[src/rtl/sequential_divider.sv]
`default_nettype none
// ============================================================================
//  Module   : sequential_divider
//  Purpose  : 8-bit unsigned restoring divider. Performs one quotient bit per
//             clock, so a division takes 8 calculation cycles. A zero divisor
//             completes at once with quotient 8'hFF, remainder = dividend and
//             divByZero set.
//  Ports    : clk        - rising-edge clock for all state
//             rst        - asynchronous active-high reset
//             start      - division request, accepted only in IDLE or DONE
//             operandA   - unsigned dividend, latched on an accepted start
//             operandB   - unsigned divisor, latched on an accepted start
//             quotient   - registered quotient of the last completed division
//             remainder  - registered remainder of the last completed division
//             divByZero  - registered flag, last completed divisor was zero
//             busy       - high while a division is in progress
//             done       - one-cycle pulse marking valid results
//  Revision : 1.0  initial release
// ============================================================================
module sequential_divider (
   input  logic       clk,
   input  logic       rst,
   input  logic       start,
   input  logic [7:0] operandA,
   input  logic [7:0] operandB,
   output logic [7:0] quotient,
   output logic [7:0] remainder,
   output logic       divByZero,
   output logic       busy,
   output logic       done
);

   typedef enum logic [1:0] {
      S_IDLE = 2'd0,
      S_CALC = 2'd1,
      S_DONE = 2'd2
   } state_t;

   state_t     state_q;
   logic [8:0] prem_q;     // partial remainder
   logic [7:0] dvd_q;      // dividend, shifted out MSB-first; quotient shifts in
   logic [7:0] dvs_q;      // latched divisor
   logic [3:0] cnt_q;      // completed restoring steps
   logic [7:0] quo_q;
   logic [7:0] rmd_q;
   logic       dbz_q;
   logic       busy_q;
   logic       done_q;

   // One restoring step
   logic [8:0] shift_d;
   logic       ge_d;
   logic [8:0] diff_d;
   logic [8:0] prem_d;
   logic [7:0] dvd_d;

   always_comb begin
      shift_d = {prem_q[7:0], dvd_q[7]};
      // prem_q[8] set would mean the true shifted value exceeds any divisor.
      // It never happens because the remainder stays below the divisor, but
      // folding it in keeps the comparison exact for a full 9-bit remainder.
      ge_d    = prem_q[8] | (shift_d >= {1'b0, dvs_q});
      diff_d  = shift_d - {1'b0, dvs_q};
      prem_d  = ge_d ? diff_d : shift_d;
      dvd_d   = {dvd_q[6:0], ge_d};
   end

   // busy and done are registered from the state, so they trail it by one
   // cycle: busy covers the 8 edges after acceptance and done follows the
   // edge that loaded the results.
   always_ff @(posedge clk or posedge rst) begin
      if (rst) begin
         state_q <= S_IDLE;
         prem_q  <= 9'd0;
         dvd_q   <= 8'd0;
         dvs_q   <= 8'd0;
         cnt_q   <= 4'd0;
         quo_q   <= 8'd0;
         rmd_q   <= 8'd0;
         dbz_q   <= 1'b0;
         busy_q  <= 1'b0;
         done_q  <= 1'b0;
      end else begin
         busy_q <= (state_q == S_CALC);
         done_q <= (state_q == S_DONE);
         case (state_q)
            S_IDLE, S_DONE: begin
               if (start) begin
                  dvd_q  <= operandA;
                  dvs_q  <= operandB;
                  prem_q <= 9'd0;
                  cnt_q  <= 4'd0;
                  if (operandB == 8'd0) begin
                     quo_q   <= 8'hFF;
                     rmd_q   <= operandA;
                     dbz_q   <= 1'b1;
                     state_q <= S_DONE;
                  end else begin
                     state_q <= S_CALC;
                  end
               end else begin
                  state_q <= S_IDLE;
               end
            end
            S_CALC: begin
               prem_q <= prem_d;
               dvd_q  <= dvd_d;
               cnt_q  <= cnt_q + 4'd1;
               if (cnt_q == 4'd7) begin
                  quo_q   <= dvd_d;
                  rmd_q   <= prem_d[7:0];
                  dbz_q   <= 1'b0;
                  state_q <= S_DONE;
               end
            end
            default: state_q <= S_IDLE;
         endcase
      end
   end

   assign quotient  = quo_q;
   assign remainder = rmd_q;
   assign divByZero = dbz_q;
   assign busy      = busy_q;
   assign done      = done_q;

endmodule
`default_nettype wire

[config.mk]
export PLATFORM = sky130hd
export DESIGN_NAME = sequential_divider
export DESIGN_NICKNAME = d
export VERILOG_FILES = /design/src/rtl/sequential_divider.sv
export SDC_FILE = /design/constraint.sdc
export NUM_CORES = 1
export LEC_CHECK = 0
export BUFFER_PORTS_ARGS = -buffer_cell sky130_fd_sc_hd__buf_2
export CAP_MARGIN = 20
export CORE_MARGIN = 2
export CORE_UTILIZATION = 39
export DETAILED_ROUTE_END_ITERATION = 8
export MAX_ROUTING_LAYER = met4
export PLACE_DENSITY = 0.63
export SKIP_LAST_GASP = 1
export SYNTH_ARGS = -nofsm -noshare
export SYNTH_HDL_FRONTEND = slang
export SYNTH_SLANG_ARGS = --single-unit
[constraint.sdc]
create_clock -name clk -period 2.2 [get_ports clk]
set_clock_uncertainty 0.15 [all_clocks]
set_input_delay 0.33 -clock clk [delete_from_list [all_inputs] [get_ports clk]]
set_output_delay 0.33 -clock clk [all_outputs]
set_load 0.005 [all_outputs]
-- Word level (Yosys, flattened, before mapping)
Cells that the tools add are included.
- input port bits: 19
- bits in read-only memories: 0
- output and inout bits: 19
- flip-flop bits (word level): 50
- bits in latches: 0
- memories: 0
- bits in writable memories: 0
- word-level logic and storage cells: 50
- multiply operators: 0
- div/mod/pow operators: 0
- shift-type cells: 0
- equal/unequal tests: 6
- reduce and logical (&&, ||, !) cells: 7
- bitwise gates (word level): 1
- $add $sub $neg: 2
- multiplexer cells: 23
- magnitude comparators: 1
- operator list (kind ; number):
    8-bit two-way mux ; 7
    8-bit one-hot mux with 2 select lines ; 3
    9-bit two-way mux ; 2
    9-bit one-hot mux with 2 select lines ; 1
    9-bit by 8-bit >= comparator with 1-bit output ; 1
    9-bit by 8-bit subtractor with 9-bit output ; 1
    8-bit zero test ; 1
    4-bit one-hot mux with 2 select lines ; 1
    2-bit two-way mux ; 3
    4-bit by 1-bit adder with 4-bit output, second input constant ; 1
    4-bit by 3-bit equality test with 1-bit output, second input constant ; 1
    4-bit two-way mux ; 1
    2-bit inequality test, second input constant ; 2
    2-bit one-hot mux with 2 select lines ; 1
    2-bit AND reduction ; 2
    4-bit AND reduction ; 1
    1-bit two-way mux ; 3
    2-bit by 1-bit equality test with 1-bit output, second input constant ; 1
    2-bit equality test, second input constant ; 1
    2-bit zero test ; 1
    2-bit by 1-bit inequality test with 1-bit output, second input constant ; 1
    1-bit one-hot mux with 2 select lines ; 1
    2-bit nonzero test ; 1
    2-bit OR reduction ; 1
    1-bit bitwise OR ; 1

-- Logic depth before layout (Yosys ltp)
Gate-level depths: netlist of run 1.
- depth in word-level cells: 5
- gate-level depth with buffers: 10
- depth with buffers taken out: 10

-- Worst setup path after synthesis of run 1
No wires, ideal clock.
- path kind: register to register
- start: register dvd_q[7]
- end: register rmd_q[6] (netlist: remainder[6])
- arrival: 1.942 ns
- slack: -0.040 ns
- clock period less this slack: 2.240 ns
- stages on the path, launching flop included: 11
- cells stage by stage: dfrtp_1 inv_1 ha_1 inv_1 fa_1 nand3_1 a21boi_1 o21a_1 or3_1 a32oi_1 a221oi_2
- longest elaborated chain between the ends: 5
- elaborated cells on any way between the ends: 6
- RTL lines (what ; RTL line ; source):
    start: declaration ; 41 ; logic [7:0] dvd_q;
    start signal: assignment ; 89 ; dvd_q <= operandA;
    start signal: assignment ; 107 ; dvd_q <= dvd_d;
    9-bit by 8-bit >= comparator with 1-bit output ; 62 ; ge_d = prem_q[8] | (shift_d >= {1'b0, dvs_q});
    1-bit bitwise OR ; 62 ;
    9-bit two-way mux (*) ; 64 ; prem_d = ge_d ? diff_d : shift_d;
    8-bit two-way mux (*) ; 109 ; if (cnt_q == 4'd7) begin
    8-bit one-hot mux with 2 select lines (*) ; 86 ; case (state_q)
    end signal: assignment ; 95 ; rmd_q <= operandA;
    end signal: assignment ; 111 ; rmd_q <= prem_d[7:0];
    end: declaration ; 45 ; logic [7:0] rmd_q;
Every way passes the cells marked *; elsewhere a longest branch is shown, timed or not. The select of a mux whose other input is x is not followed.
A chain may end at the register's enable or synchronous reset.

-- Worst setup path after layout of run 1
- start: register prem_q[0]
- end: register rmd_q[6] (netlist: remainder[6])
- longest elaborated chain between the ends: 5
- elaborated cells on any way between the ends: 6
- RTL lines (what ; RTL line ; source):
    start: declaration ; 40 ; logic [8:0] prem_q;
    start signal: assignment ; 106 ; prem_q <= prem_d;
    9-bit by 8-bit >= comparator with 1-bit output ; 62 ;
    1-bit bitwise OR ; 62 ;
    9-bit two-way mux (*) ; 64 ;
    8-bit two-way mux (*) ; 109 ;
    8-bit one-hot mux with 2 select lines (*) ; 86 ;
Marks and branches as above.

==> results of run 1 <==
[final timing paths]
kind                        startpoint           end  cells after the start
max in group asynchronous          rst     prem_q[0]                      3
hold reg to reg             state_q[0]          done                      1
setup reg to reg             prem_q[0]  remainder[6]                      8
min in group clk           operandB[2]      dvs_q[2]                      3
setup / recovery             prem_q[0]  remainder[6]                      8
hold / removal                     rst   quotient[3]                      3
[power by group]
| part | switching [mW] | leakage, nW | internal [mW] | total, mW |
|---|---|---|---|---|
| Sequential | 0.270 | 0.581 | 1.36 | 1.63 |
| Combinational | 1.79 | 0.734 | 1.53 | 3.32 |
| Clock | 0.322 | 0.0514 | 0.340 | 0.661 |
| Total | 2.38 | 1.37 | 3.23 | 5.61 |
[kinds of logic after synthesis]
logic type / after synthesis / share of synthesized area
muxes: 3 / 0.0138
buffers and inverters: 25 / 0.0444
and+or+nand+nor: 109 / 0.198
AOI/OAI and AO/OA: 65 / 0.184
xor gates and xnor gates: 4 / 0.0138
DFF: 50 / 0.494
adders and majority gates: 10 / 0.0523
[cell usage in the layout, fill, tap and decap left out, types with 5 or more instances in the layout]
cell type	synthesis	layout
inv_1	12	9
a31oi_1	10	10
nand4_1	5	5
clkbuf_8	0	5
nand2_1	52	52
nor2_1	26	26
buf_2	0	37
o21ai_0	13	13
dfrtp_1	50	49
buf_4	1	16
a21oi_1	10	10
o21ai_1	5	5
ha_4	0	6
[per-layer routing]
layer,GRT usage,share of wire
met5,-,0
met4,0.0563,0.015
met3,0.0324,0.044
met2,0.276,0.46
met1,0.248,0.48
[area by class of cell]
class                      instances  area share
inverter                          13      0.0158
tap                               77      0.0312
clock inverter                     2      0.0121
sequential                        50       0.405
timing repair buffer              53      0.0987
multi-input combinational        191       0.414
clock buffer                       6      0.0235
[stage by stage]
stage | area, µm² | hold WS [ns] | setup TNS (ns)
after floorplan | 2540 | 0.285 | 0
after global placement | 2860 | 0.304 | -0.0223
after detailed placement | 2860 | 0.318 | -0.0938
after CTS | 3020 | 0.0561 | -0.0110
after global routing | 3090 | 0.0884 | -0.245
final | 3090 | 0.0191 | 0
[flip-flops by register name, summed over array words and instances (netlist names)]
signal	flops
quotient	8
cnt_q	4
state_q	2
done	1
dvs_q	8
divByZero	1
dvd_q	8
remainder	8
prem_q	9
busy	1
[critical path, stage by stage, from the launching register on]
cell and delay [ns]:
dfrtp_2 0.44, buf_4 0.15, fa_2 0.39, nand3_2 0.07
a21boi_1 0.06, o21a_1 0.18, or3_1 0.32, a32oi_2 0.23
a221oi_2 0.09
[what timing repair did]
| item | in CTS | in global routing |
|---|---|---|
| setup endpoints to repair | 4 | 14 |
| cloned | 0 | 0 |
| setup buffers | 1 | 2 |
| pin swaps | 4 | 3 |
| gates resized for setup | 9 | 8 |
| endpoints found under the hold margin | 0 | 0 |
==> flow_summary.yaml, run 1 <==
global_routing:
  antenna_found_initial: 0
  grt_pass1_wl_um: 10000
  track_usage: 0.182
  first_global_vias: 1998
  overflow: 0
  grt_max_degree: 51
die:
  die_area_um2: 7160
  io_pins: 38
  core_um2: 6310
  die_y_um: 84.6
  rows: 29
  start_util: 0.402
  die_x_um: 84.6
clock_network:
  h-tree-depth: 2
  cts_tree: "done"
  holdBufCountCts: 0
  clk_latency_ns: 0.30
  cts_sinks: 50
  cts_buffer_depth: 2
  root_buffer: "clkbuf_8"
  clkSlewWorstSetupHoldPaths_ns: 0.10
  cts_buffers: 5
placed_design:
  pre_cts_ws_ns: -0.0430
  hpwlAfterDp_um: 4210
  gp_congestion: 0.912
  portBuffers: 37
  placedCellCount: 381
timing:
  worst_slew_pin_slew_ns: 0.835
  rsz0062_at_grt: "true"
  max_slew_margin: 0.441
  finalCritPeriodShare: 0.997
  finalMaxSlewViolations: 0
  final_hold_viol_count: 0
  min_period_ns: 2.19
  fin_ws_ns: 0.00674
  clock.fmax_mhz: 456
  setup-violations-final: 0
synth:
  synth.area.top_cells: "dfrtp_1 49%, nand2_1 7.7%, ha_1 4.4%"
  synth-main-ff-cell: "dfrtp_1"
  synth_top_area_cell: "dfrtp_1"
  async_flop_share: 1.00
  synth_common_cells: "52 x nand2_1, 50 x dfrtp_1, 26 x nor2_1"
  synth_top_area_frac: 0.494
  synth-seq-cells: 50
  synth_warnings: 0
  syn_area_um2: 2530
  avgSynthCellArea_um2: 9.53
  postSynthCellCount: 266
  synth.distinct_cells: 51
  synth_edf_count: 0
  syn-num-nets: 295
  ys_seq_area_frac: 0.494
  yosys.cell_count.top_type: "nand2_1"
finish:
  area_delta_synth_final_pct: 22.0
  fillCellCount: 584
  drive_above_1_share: 0.292
  seq_area_um2: 1250
  antenna_cells: 0
  final_nets: 343
  multi_input_area_um2: 1280
  stdcell_count: 392
  utilization: 0.490
route:
  drc: 0
  drt_wl_total_um: 5890
  drt_first_pass_iters: 4
  vias_per_cell: 5.25
  dr.first_iter.drc_count: 138
  vias: 2059
  ant_nets: 0
  wl_per_cell_um: 15.0
outcome:
  status: "finished, final reports clean"
pwr:
  finalPower_mw: 5.61
  power_density_nw_per_um2: 1820
  power.leakage_nw: 1.37
  ir_drop_v: 0.000650
critical_path:
  start_kind: "register"
  rrSetupSlack_ns: 0.007
  cp-end-kind: "register"
  cp_max_fo: 3
  worstSetupPathType: "register to register"
  cp_data_required_time_ns: 2.23
  cp.arrival_ns: 2.23
min_path:
  hp-class: "input port to async pin"
job:
  max_cap_viol_count: 0
No activity file was read; power rests on OpenSTA's default activity.
==> run 2, diff against run 1 <==
--- a/config.mk
+++ b/config.mk
@@ -7,11 +7,13 @@
 export LEC_CHECK = 0
 export BUFFER_PORTS_ARGS = -buffer_cell sky130_fd_sc_hd__buf_2
 export CAP_MARGIN = 20
+export CELL_PAD_IN_SITES_DETAIL_PLACEMENT = 1
+export CELL_PAD_IN_SITES_GLOBAL_PLACEMENT = 1
 export CORE_MARGIN = 2
 export CORE_UTILIZATION = 39
 export DETAILED_ROUTE_END_ITERATION = 8
 export MAX_ROUTING_LAYER = met4
-export PLACE_DENSITY = 0.63
+export PLACE_DENSITY = 0.78
 export SKIP_LAST_GASP = 1
 export SYNTH_ARGS = -nofsm -noshare
 export SYNTH_HDL_FRONTEND = slang
==> run 2 against run 1 <==
  * Final cell count rose by 2.3%
  * Die area did not move
  * Wire length rose by 22%
  * The flow now finishes with violations (setup timing)
  * Critical path depth rose by 2
  * Critical endpoint unchanged
  * Register-to-register slack got worse by 0.07 ns
  * Total power rose by 8.1%
  * Maximum frequency fell by 3.2%
  * Clock power fell by 20%
  * Largest cell class unchanged
==> flow_summary.yaml, run 2 (same netlist as run 1, synthesis figures left out) <==
pwr:
  seq_power_share: 0.271
  power_density_nw_per_um2: 1900
  power.leakage_nw: 1.42
  p_switching_mw: 2.70
  finalPower_mw: 6.07
  pwr-share-clk: 0.087
  ir_drop_v: 0.000839
  p_int_mw: 3.36
  p_comb_frac: 0.642
  p_sw_frac: 0.445
critical_path:
  reg2reg_from: "dvd_q[7]"
  timing.rr.end: "remainder[6]"
  worstSetupPathType: "register to register"
  cp.arrival_ns: 2.30
  rrSetupSlack_ns: -0.07
  cp_data_required_time_ns: 2.24
  start_kind: "register"
  worstSetupStartpoint: "dvd_q[7]"
  cp-endpoint: "remainder[6]"
  cp-end-kind: "register"
  cp_max_fo: 2
  worst-r2r-cell-count: 10
min_path:
  hp-class: "input port to register"
route:
  drc: 0
  vias: 2200
  vias_per_cell: 5.49
  route.met3.wl_um: 297
  drt_wl_total_um: 7170
  dr_wl_met2_um: 3510
  ant_nets: 0
  drt_first_pass_iters: 5
  m1WireLength_um: 3140
  routed.top_layer: "met4"
  wl_per_cell_um: 17.9
  dr.first_iter.drc_count: 116
die:
  die_x_um: 84.6
  io_pins: 38
  start_util: 0.402
  die_y_um: 84.6
  die_area_um2: 7160
  core_um2: 6310
  rows: 29
finish:
  final_cell_mix: "51 x nand2_1, 50 x dfrtp_1, 37 x buf_2, 26 x nor2_1, 24 x buf_4"
  antenna_cells: 0
  largest_register_ffs: 9
  regMostFlops: "prem_q"
  utilization: 0.507
  final_nets: 353
  fillCellCount: 746
  area_delta_synth_final_pct: 26.2
  seq_area_um2: 1250
  multi_input_area_um2: 1330
  final_common_cell: "nand2_1"
  drive_above_1_share: 0.330
timing:
  rsz0062_at_grt: "true"
  setup_tns_ns: -0.0965
  finalCritPeriodShare: 1.03
  setup-violations-final: 2
  clock.fmax_mhz: 441
  final_hold_viol_count: 0
  fin_ws_ns: -0.0651
  max_slew_margin: 0.655
  min_period_ns: 2.27
  worst_slew_pin_slew_ns: 0.517
  finalMaxSlewViolations: 0
  holdWs_ns: 0.0792
job:
  max_cap_viol_count: 0
global_routing:
  grt_pass1_wl_um: 11500
  grt_max_degree: 29
  first_global_vias: 2306
  antenna_found_initial: 0
  overflow: 0
  track_usage: 0.210
placed_design:
  portBuffers: 37
  hpwlAfterDp_um: 5050
  gp_congestion: 0.876
clock_network:
  root_buffer: "clkbuf_8"
  h-tree-depth: 2
  cts_tree: "done"
  clk_latency_ns: 0.31
  clkSlewWorstSetupHoldPaths_ns: 0.09
  cts_sinks: 50
  cts_buffers: 5
  cts_buffer_depth: 2
outcome:
  status: "finished, violations left"
  violations: "setup timing"
-- run 2: cell count changes in the layout (fill, tap and decap cells not counted), sizes merged --
cell / previous run / this run
inv: 12 / 13
clkinv: 1 / 2
dlygate4sd3: 0 / 1
clkinvlp: 1 / 0
buf: 53 / 62
clkbuf: 6 / 5
bufinv: 1 / 0
-- run 2: timing repair --
item                       CTS  global route
resized for setup            8            22
setup buffers                4             1
pin swaps                    9            13
hold endpoints to repair    23             0
cloned                       0             0
hold buffers                 1             0
setup endpoints to repair    3            15
-- run 2: worst min-delay path by stage --
stage | from | endpoint | slack (ns) | cells after the start
floorplan | operandB[0] | dvs_q[0] | 0.29 | 2
global placement | rst | dvd_q[4] | 0.24 | 2
detailed placement | rst | quotient[5] | 0.25 | 2
CTS | operandB[0] | dvs_q[0] | 0.07 | 3
global route | operandB[3] | dvs_q[3] | 0.12 | 3
finish | operandB[0] | dvs_q[0] | 0.08 | 3
-- run 2: metal layers --
layer / vias up / global-route usage
met3: 23 / 0.0374
met5: - / -
met4: 0 / 0.0837
met1: 1086 / 0.264
li1: 1030 / -
met2: 61 / 0.337
-- run 2: power by group through the flow --
stage | Sequential [mW] | Clock, mW | Combinational (mW)
after floorplan | 1.60 | 0 | 2.17
after global routing | 1.70 | 0.581 | 4.25
after global placement | 1.60 | 0 | 3.08
after detailed placement | 1.63 | 0 | 3.23
after CTS | 1.62 | 0.541 | 3.46
final | 1.65 | 0.527 | 3.90
-- run 2: cell type report --
| type | count | share of cell area |
|---|---|---|
| Tap cell | 77 | 0.0301 |
| Clock inverter | 2 | 0.00430 |
| Timing Repair Buffer | 63 | 0.124 |
| Sequential cell | 50 | 0.391 |
| Multi-Input combinational cell | 191 | 0.414 |
| Inverter | 13 | 0.0153 |
| Clock buffer | 5 | 0.0215 |
-- run 2: stage by stage --
step                      area [µm²]  setup slack (ns)  cells
after detailed placement        2920            -0.198    388
after floorplan                 2540           0.00149    266
final                           3200           -0.0651    401
after global placement          2920           -0.0541    388
after CTS                       3080            -0.143    400
after global routing            3200            -0.135    401
-- run 2: critical path, stage by stage (launching register included) --
cell      delay [ns]
dfrtp_1         0.38
inv_2           0.08
ha_4            0.14
inv_2           0.05
fa_2            0.35
nand3_2         0.09
a21boi_2        0.05
o21a_1          0.18
or3_4           0.35
a32oi_4         0.23
a221oi_2        0.10
